<file path="src/rtl/add_exec_pkg.sv">
// Shared types and helpers for the add/subtract execution pipe.
// Tag fields are sized for the widest supported TAG_W; the top truncates to its own TAG_W.
package add_exec_pkg;

    localparam int unsigned DATA_W    = 32;
    localparam int unsigned TAG_MAX_W = 16;

    typedef struct packed {
        logic [DATA_W-1:0]    a;
        logic [DATA_W-1:0]    b;
        logic                 sub;
        logic [TAG_MAX_W-1:0] tag;
    } op_t;

    typedef struct packed {
        logic [DATA_W-1:0]    sum;
        logic [TAG_MAX_W-1:0] tag;
        logic                 cout;
        logic                 ovf;
    } res_t;

    // Uses the original b sign, so negating 0x80000000 still yields the right answer
    function automatic logic signed_ovf(input logic sub, input logic a31,
                                        input logic b31, input logic s31);
        return sub ? ((a31 != b31) && (s31 != a31))
                   : ((a31 == b31) && (s31 != a31));
    endfunction

endpackage

</file>
<file path="src/rtl/add_flags.sv">
// Carry/not-borrow and signed-overflow flags derived from operand and sum sign bits.
module add_flags
    import add_exec_pkg::*;
(
    input  logic i_a31,
    input  logic i_bn31,
    input  logic i_b31,
    input  logic i_s31,
    input  logic i_sub,
    input  logic i_bzero,
    output logic o_cout,
    output logic o_ovf
);

    always_comb begin
        o_cout = (i_a31 & i_bn31) | ((i_a31 ^ i_bn31) & ~i_s31);
        // Negating zero drops the carry out of ~b+1, so A-0 never borrows
        if (i_sub && i_bzero) begin
            o_cout = 1'b1;
        end
        o_ovf = signed_ovf(i_sub, i_a31, i_b31, i_s31);
    end

endmodule

</file>
<file path="src/rtl/cla_adder1.sv">
// 32-bit Kogge-Stone prefix adder: no carry-in, no carry-out.
module cla_adder1 (
    input  logic [31:0] a,
    input  logic [31:0] b,
    output logic [31:0] s
);

    logic [31:0] w_g;
    logic [31:0] w_p;

    // In-place prefix levels; descending i keeps lower bits at their previous level value
    always_comb begin
        w_g = a & b;
        w_p = a ^ b;
        for (int unsigned d = 1; d < 32; d = d * 2) begin
            for (int unsigned i = 31; i >= d; i--) begin
                w_g[i] = w_g[i] | (w_p[i] & w_g[i - d]);
                w_p[i] = w_p[i] & w_p[i - d];
            end
        end
        s = a ^ b ^ {w_g[30:0], 1'b0};
    end

endmodule

</file>
<file path="src/rtl/add_exec_pipe.sv">
// Two-stage add/subtract execution pipe around cla_adder1 with valid/ready on both sides.
// Optional transfer statistics outputs are enabled by defining ADD_EXEC_STATS_EN.
module add_exec_pipe
    import add_exec_pkg::*;
#(
    parameter int unsigned TAG_W = 5
) (
    input  logic              clk,
    input  logic              rst_n,
    input  logic              flush,
    input  logic              in_valid,
    output logic              in_ready,
    input  logic [DATA_W-1:0] in_a,
    input  logic [DATA_W-1:0] in_b,
    input  logic              in_sub,
    input  logic [TAG_W-1:0]  in_tag,
    output logic              out_valid,
    input  logic              out_ready,
    output logic [DATA_W-1:0] out_sum,
    output logic [TAG_W-1:0]  out_tag,
    output logic              out_cout,
    output logic              out_ovf
`ifdef ADD_EXEC_STATS_EN
    ,
    output logic [31:0]       stat_ops,
    output logic [31:0]       stat_ovf
`endif
);

    op_t               r_op;
    logic              r_b31;
    logic              r_bzero;
    logic              r_s1_valid;
    res_t              r_res;
    logic              r_s2_valid;

    logic [DATA_W-1:0] w_sum;
    logic              w_cout;
    logic              w_ovf;
    logic              w_in_xfer;
    logic              w_s2_load;

    assign in_ready  = flush | ~r_s1_valid | ~r_s2_valid | out_ready;
    assign w_in_xfer = in_valid & in_ready;
    assign w_s2_load = r_s1_valid & (~r_s2_valid | out_ready);

    cla_adder1 u_adder (
        .a (r_op.a),
        .b (r_op.b),
        .s (w_sum)
    );

    add_flags u_flags (
        .i_a31   (r_op.a[DATA_W-1]),
        .i_bn31  (r_op.b[DATA_W-1]),
        .i_b31   (r_b31),
        .i_s31   (w_sum[DATA_W-1]),
        .i_sub   (r_op.sub),
        .i_bzero (r_bzero),
        .o_cout  (w_cout),
        .o_ovf   (w_ovf)
    );

    always_ff @(posedge clk or negedge rst_n) begin
        if (!rst_n) begin
            r_s1_valid <= 1'b0;
            r_op       <= '0;
            r_b31      <= 1'b0;
            r_bzero    <= 1'b0;
        end else if (flush) begin
            r_s1_valid <= 1'b0;
        end else if (w_in_xfer) begin
            r_s1_valid <= 1'b1;
            r_op       <= '{a:   in_a,
                            b:   in_sub ? (~in_b + DATA_W'(1)) : in_b,
                            sub: in_sub,
                            tag: TAG_MAX_W'(in_tag)};
            r_b31      <= in_b[DATA_W-1];
            r_bzero    <= (in_b == '0);
        end else if (w_s2_load) begin
            r_s1_valid <= 1'b0;
        end
    end

    always_ff @(posedge clk or negedge rst_n) begin
        if (!rst_n) begin
            r_s2_valid <= 1'b0;
            r_res      <= '0;
        end else if (flush) begin
            r_s2_valid <= 1'b0;
        end else if (w_s2_load) begin
            r_s2_valid <= 1'b1;
            r_res      <= '{sum: w_sum, tag: r_op.tag, cout: w_cout, ovf: w_ovf};
        end else if (out_ready) begin
            r_s2_valid <= 1'b0;
        end
    end

    assign out_valid = r_s2_valid;
    assign out_sum   = r_res.sum;
    assign out_tag   = TAG_W'(r_res.tag);
    assign out_cout  = r_res.cout;
    assign out_ovf   = r_res.ovf;

`ifdef ADD_EXEC_STATS_EN
    logic        w_out_xfer;
    logic [31:0] r_stat_ops;
    logic [31:0] r_stat_ovf;

    assign w_out_xfer = r_s2_valid & out_ready;

    // Counters observe real output transfers only and ignore flush
    always_ff @(posedge clk or negedge rst_n) begin
        if (!rst_n) begin
            r_stat_ops <= '0;
            r_stat_ovf <= '0;
        end else if (w_out_xfer) begin
            if (r_stat_ops != '1) begin
                r_stat_ops <= r_stat_ops + 32'd1;
            end
            if (r_res.ovf && (r_stat_ovf != '1)) begin
                r_stat_ovf <= r_stat_ovf + 32'd1;
            end
        end
    end

    assign stat_ops = r_stat_ops;
    assign stat_ovf = r_stat_ovf;
`endif

endmodule
</file>
<file path="config.mk">
export PLATFORM = sky130hd
export DESIGN_NAME = add_exec_pipe
export DESIGN_NICKNAME = d
export VERILOG_FILES = /design/src/rtl/add_exec_pkg.sv /design/src/rtl/add_flags.sv /design/src/rtl/cla_adder1.sv /design/src/rtl/add_exec_pipe.sv
export SDC_FILE = /design/constraint.sdc
export NUM_CORES = 1
export LEC_CHECK = 0
export BUFFER_PORTS_ARGS = -buffer_cell sky130_fd_sc_hd__buf_4
export CORE_AREA = 10 10 163 89
export CTS_CLUSTER_DIAMETER = 150
export DETAILED_ROUTE_END_ITERATION = 10
export DIE_AREA = 0 0 173 99
export GPL_TIMING_DRIVEN = 0
export MAX_ROUTING_LAYER = met4
export PLACE_DENSITY_LB_ADDON = 0.1
export SETUP_SLACK_MARGIN = 0.5
export SLEW_MARGIN = 20
export SYNTH_ARGS = -nofsm -noshare
export SYNTH_HDL_FRONTEND = slang
export SYNTH_SLANG_ARGS = --single-unit
</file>
<file path="constraint.sdc">
create_clock -name clk -period 4.2 [get_ports clk]
set_input_delay 0.42 -clock clk [delete_from_list [all_inputs] [get_ports clk]]
set_output_delay 0.42 -clock clk [all_outputs]
set_load 0.01 [all_outputs]
</file>
==> results.json, run 1 <==
{
  "drt_first_pass_iters": 5,
  "worstMarginPinSlew_ns": 0.940,
  "power_density_nw_per_um2": 519,
  "final_area_um2": 8180,
  "seq_area_frac_synth": 0.433,
  "max_slew_margin": 0.373,
  "path_clk_slew_ns": 0.06,
  "end_kind": "register",
  "p_sw_frac": 0.354,
  "layout_common_cells": "nand2_1 (212), buf_4 (114), dfrtp_1 (113), o21ai_0 (82), xor2_1 (42)",
  "synth_edf_count": 0,
  "antenna_found_initial": 0,
  "post-route-period-util": 0.835,
  "drt_iter0_markers": 492,
  "fp.dieW_um": 173,
  "post_cts_buffers": 0,
  "fp.dieArea_um2": 17100,
  "nFillCells": 993,
  "cp.required_ns": 4.53,
  "grt_setup_unrepaired": "false",
  "routedWlPerCell_um": 17.3,
  "layout.nets": 1008,
  "syn_inst": 765,
  "hold_path_class": "primary input to async pin",
  "p_sw_mw": 1.50,
  "finalMaxSlewViolations": 0,
  "dp_slack_ns": 0.235,
  "finalSetupTns_ns": 0,
  "status": "finished, final reports clean",
  "vias": 6054,
  "synth_nets": 874,
  "max_flop_register": "r_op",
  "peakVddDrop_uv": 296,
  "numCtsBuffers": 17,
  "synth_cell_types": 53,
  "clock.fmax_mhz": 285,
  "yosysTopAreaCellShare": 0.433,
  "syn_area_um2": 6530,
  "grt_pass1_wl_um": 30500,
  "yosys.area.top_type": "dfrtp_1",
  "clockBufferDepth": 2,
  "avgSynthCellArea_um2": 8.53,
  "yosys_warnings": 0,
  "ys.flop_type": "dfrtp_1",
  "finalCriticalPeriod_ns": 3.51,
  "arrival_ns": 3.84,
  "cts_htree_levels": 4,
  "startpoint_type": "register",
  "ant_nets": 0,
  "synth.area.top_cells": "dfrtp_1 (43%), nand2_1 (12%), o21ai_0 (6.4%), ha_1 (6.1%), xor2_1 (5.6%)",
  "grt_max_degree": 114,
  "path_max_fanout": 4,
  "setup_viol": 0,
  "insertion_delay_ns": 0.42,
  "place.port_buffers": 115,
  "initial_utilization": 0.561,
  "p_int_mw": 2.74,
  "async_flop_share": 1.00,
  "place_inst": 1045,
  "via_per_inst": 5.62,
  "seq_power_share": 0.348,
  "cts_root_buf": "clkbuf_16",
  "die_h_um": 99,
  "cap_violations": 0,
  "hold_viol": 0,
  "cts.sinks": 113,
  "largest_reg_flops": 70,
  "cts_tree": "done",
  "diodes": 0,
  "layout_setup_ws_ns": 0.693,
  "pin_count": 116,
  "first_global_vias": 5936,
  "wl_um": 18600,
  "final_common_cell": "nand2_1",
  "grtUsageTotal": 0.224,
  "final_cells": 1077,
  "placed_cell_area_um2": 7600,
  "area_growth_pct": 25.3,
  "dpl.hpwl_um": 14100,
  "pwr-share-comb": 0.325,
  "worstSetupPathType": "register to register",
  "rows": 28,
  "drive_above_1_share": 0.173,
  "drc_errors": 0,
  "leakagePower_nw": 3.87,
  "clockPowerShare": 0.327,
  "gp_congestion": 0.912,
  "total_power_mw": 4.25,
  "grt-ovfl-total": 0,
  "fin_skew_ns": 0.0103,
  "ys_ff_latch": 113,
  "core_area_um2": 11600
}
timing repair:
action	4_1_cts	5_1_grt
resized for setup	2	3
endpoints found under the setup margin	1	1
hold buffers	0	0
pin swaps	0	0
metal layers:
metal | vias to the layer above | track usage | share of wire
li1 | 2927 | - | -
met1 | 2948 | 0.301 | 0.48
met2 | 157 | 0.338 | 0.46
met3 | 22 | 0.0434 | 0.047
met4 | 0 | 0.0679 | 0.013
met5 | - | - | 0
worst paths after layout:
| path | endpoint | slack (ns) | cells after the start | start |
|---|---|---|---|---|
| setup / recovery | out_ovf | 0.69 | 11 | r_op[21] |
| hold / removal | out_tag[2] | 0.09 | 1 | rst_n |
| setup reg to reg | out_ovf | 0.69 | 11 | r_op[21] |
| hold reg to reg | out_tag[1] | 0.47 | 2 | r_op[1] |
| max in group asynchronous | r_op[72] | 3.40 | 1 | rst_n |
| min in group clk | out_valid | 0.19 | 2 | flush |
through the flow:
step                      hold WS (ns)  utilization
after floorplan                  0.124            -
after global placement           0.443        0.653
after detailed placement         0.459        0.653
after CTS                        0.180        0.702
after global routing             0.184        0.703
final                           0.0905        0.703
critical path, stage by stage, from the launching register on:
cell and delay (ns):
dfrtp_1 0.40, ha_1 0.36, a21o_1 0.21, o21bai_1 0.21, o21ai_2 0.26, o21ai_1 0.18
a31oi_2 0.37, o211ai_1 0.16, a21oi_1 0.23, fa_1 0.49, or3_1 0.39, a31oi_1 0.16
power groups by stage:
stage | clock network, mW | registers [mW] | logic (mW)
2_1_floorplan | 0 | 1.53 | 0.760
3_3_place_gp | 0 | 1.49 | 1.35
4_1_cts | 1.39 | 1.48 | 1.38
5_1_grt | 1.44 | 1.50 | 1.55
3_5_place_dp | 0 | 1.49 | 1.37
6_report | 1.39 | 1.48 | 1.38
synth_stat cells, types with 3 or more instances:
cell type / instances
nand4_1: 10
ha_1: 32
nand2b_1: 6
a21o_1: 3
a21boi_0: 4
nand3_1: 9
clkbuf_1: 36
inv_1: 15
o41ai_1: 5
nor2_1: 30
nand2_1: 212
o21ai_0: 84
or4_1: 4
nor2b_1: 11
and3_1: 6
o211ai_1: 10
buf_1: 3
o2111ai_1: 3
dfrtp_1: 113
a21oi_1: 39
xor2_1: 42
o21ai_1: 3
or3_1: 7
o31ai_1: 10
nor3_1: 8
a211oi_1: 8
xnor2_1: 12
a31oi_1: 7
o21a_1: 4
kinds of logic after synthesis:
family	Yosys count	share of synthesized area
compound gates	197	0.187
xor+xnor	54	0.0725
fa+ha+maj	34	0.0675
buf+inv	54	0.0311
flops	113	0.433
mux	1	0.00153
simple gates	312	0.207
layout make-up:
class,count,area [µm²],share of cell area
clock inverters,15,138,0.0168
repair buffers,115,870,0.106
multi-input cells,598,3510,0.429
flip-flops and latches,113,2830,0.346
well taps,165,206,0.0252
inverters,15,56.3,0.00688
plain buffers,39,146,0.0179
clock buffers,17,425,0.0520
(Power assumes the default switching activity.)
==> run 2, diff against run 1 <==
==> constraint.sdc (replaced) <==
create_clock -name clk -period 3.55 [get_ports clk]
set_input_delay 0.355 -clock clk [delete_from_list [all_inputs] [get_ports clk]]
set_output_delay 0.355 -clock clk [all_outputs]
set_load 0.01 [all_outputs]
==> run 2 against run 1 <==
Core utilization is 3.7 points higher. First-iteration DRC count is 1.4% higher. Clock-buffer cell count is 2 higher. Largest cell class unchanged. Critical path depth stayed put.
==> results.json, run 2 (synthesis gave the netlist of run 1 again) <==
{
  "status": "finished, final reports clean",
  "setup_viol": 0,
  "vias": 6173,
  "cts_htree_levels": 4,
  "gp_congestion": 0.892,
  "ant_nets": 0,
  "grt-ovfl-total": 0,
  "final_cells": 1090,
  "place_inst": 1045,
  "wl_um": 19100,
  "cts_root_buf": "clkbuf_16",
  "rrSetupSlack_ns": 0.51,
  "layout_common_cells": "nand2_1 (212), buf_4 (128), dfrtp_1 (113), o21ai_0 (78), xor2_1 (42)",
  "layout.nets": 1021,
  "dpl.hpwl_um": 13900,
  "finalMaxSlewViolations": 0,
  "crit_path_start": "r_op[53]",
  "arrival_ns": 3.36,
  "clockBufferDepth": 2,
  "peakVddDrop_uv": 333,
  "rr_worst_depth": 11,
  "routedWlPerCell_um": 17.5,
  "leakagePower_nw": 4.04,
  "path_clk_slew_ns": 0.06,
  "cp_top_family": "compound AO/OA/AOI/OAI gates",
  "worstMarginPinSlew_ns": 0.892,
  "finalCriticalPeriod_ns": 3.04,
  "power_density_nw_per_um2": 638,
  "grt_pass1_wl_um": 30200,
  "critPathCapture": "out_ovf",
  "path_max_fanout": 4,
  "r2r-end": "out_ovf",
  "area_growth_pct": 31.9,
  "fp.dieW_um": 173,
  "cts.sinks": 113,
  "numCtsBuffers": 17,
  "crit_cells": 11,
  "place.port_buffers": 115,
  "critical-path-max-stage-delay_ns": 0.45,
  "die_h_um": 99,
  "hold_viol": 0,
  "grtUsageTotal": 0.222,
  "cap_violations": 0,
  "insertion_delay_ns": 0.41,
  "core_area_um2": 11600,
  "first_global_vias": 5975,
  "nFillCells": 916,
  "drive_above_1_share": 0.222,
  "multi_input_area_um2": 3700,
  "drt_iter0_markers": 499,
  "regArea_um2": 2830,
  "fp.dieArea_um2": 17100,
  "worstSetupPathType": "register to register",
  "drt_first_pass_iters": 5,
  "antenna_found_initial": 0,
  "final_common_cell": "nand2_1",
  "pin_count": 116,
  "utilization": 0.740,
  "grt_max_degree": 114,
  "diodes": 0,
  "dp_slack_ns": 0.121,
  "via_per_inst": 5.66,
  "clock.fmax_mhz": 329,
  "cts_tree": "done",
  "total_power_mw": 5.49,
  "finalSetupTns_ns": 0,
  "critPathBufInv": 0,
  "initial_utilization": 0.561,
  "post-route-period-util": 0.855,
  "max_flop_register": "r_op",
  "fin_skew_ns": 0.00795,
  "rows": 28,
  "grt_setup_unrepaired": "true",
  "end_kind": "register",
  "crit_chain": "ha_4 -> a21o_1 -> o21bai_2 -> o21ai_2 -> o21ai_4 -> a31oi_4 -> o211ai_1 -> a21oi_2 -> fa_1 -> or3_1 -> a31oi_1",
  "r2r_start": "r_op[53]",
  "cp.required_ns": 3.88,
  "largest_reg_flops": 70,
  "startpoint_type": "register",
  "max_slew_margin": 0.405,
  "hold_path_class": "primary input to async pin",
  "slowest_stage": "fa_1",
  "layout_setup_ws_ns": 0.514,
  "drc_errors": 0
}
==> run 2: repair_timing <==
| item | in CTS | in global routing |
|---|---|---|
| resized for setup | 33 | 31 |
| pin swaps | 10 | 14 |
| setup buffers | 5 | 8 |
| setup endpoints to repair | 5 | 5 |
| hold buffers | 0 | 0 |
==> run 2: worst min path at each step <==
| stage | start | endpoint | slack (ns) | depth (start not counted) |
|---|---|---|---|---|
| after global placement | r_op[4] | out_tag[4] | 0.46 | 2 |
| after global routing | in_a[8] | r_op[57] | 0.13 | 3 |
| final | rst_n | out_tag[4] | 0.07 | 1 |
| after floorplan | rst_n | out_cout | 0.06 | 0 |
| after CTS | in_a[8] | r_op[57] | 0.12 | 3 |
| after detailed placement | r_op[3] | out_tag[3] | 0.45 | 2 |
==> run 2: metrics by stage <==
step	hold slack, ns	instance area [µm²]
after detailed placement	0.452	7610
final	0.0742	8610
after floorplan	0.0594	6540
after CTS	0.123	8440
after global placement	0.456	7610
after global routing	0.131	8610
==> run 2: cell type report <==
| cell class | instances | share of cell area |
|---|---|---|
| inverter | 15 | 0.00654 |
| clock buffer | 19 | 0.0526 |
| sequential | 113 | 0.329 |
| multi-input combinational | 598 | 0.430 |
| tap | 165 | 0.0240 |
| clock inverter | 13 | 0.0243 |
| buffer | 39 | 0.0217 |
| timing repair buffer | 128 | 0.112 |
==> run 2: power breakdown <==
group	total, mW	switching, mW	internal, mW
logic	1.82	0.994	0.827
clock network	1.90	0.623	1.28
registers	1.76	0.189	1.57
total	5.49	1.81	3.68
==> run 2: layer usage <==
metal  global-route usage  share of wire
met4               0.0580          0.012
met3               0.0377          0.052
met5                    -              0
met2                0.348           0.48
met1                0.294           0.46
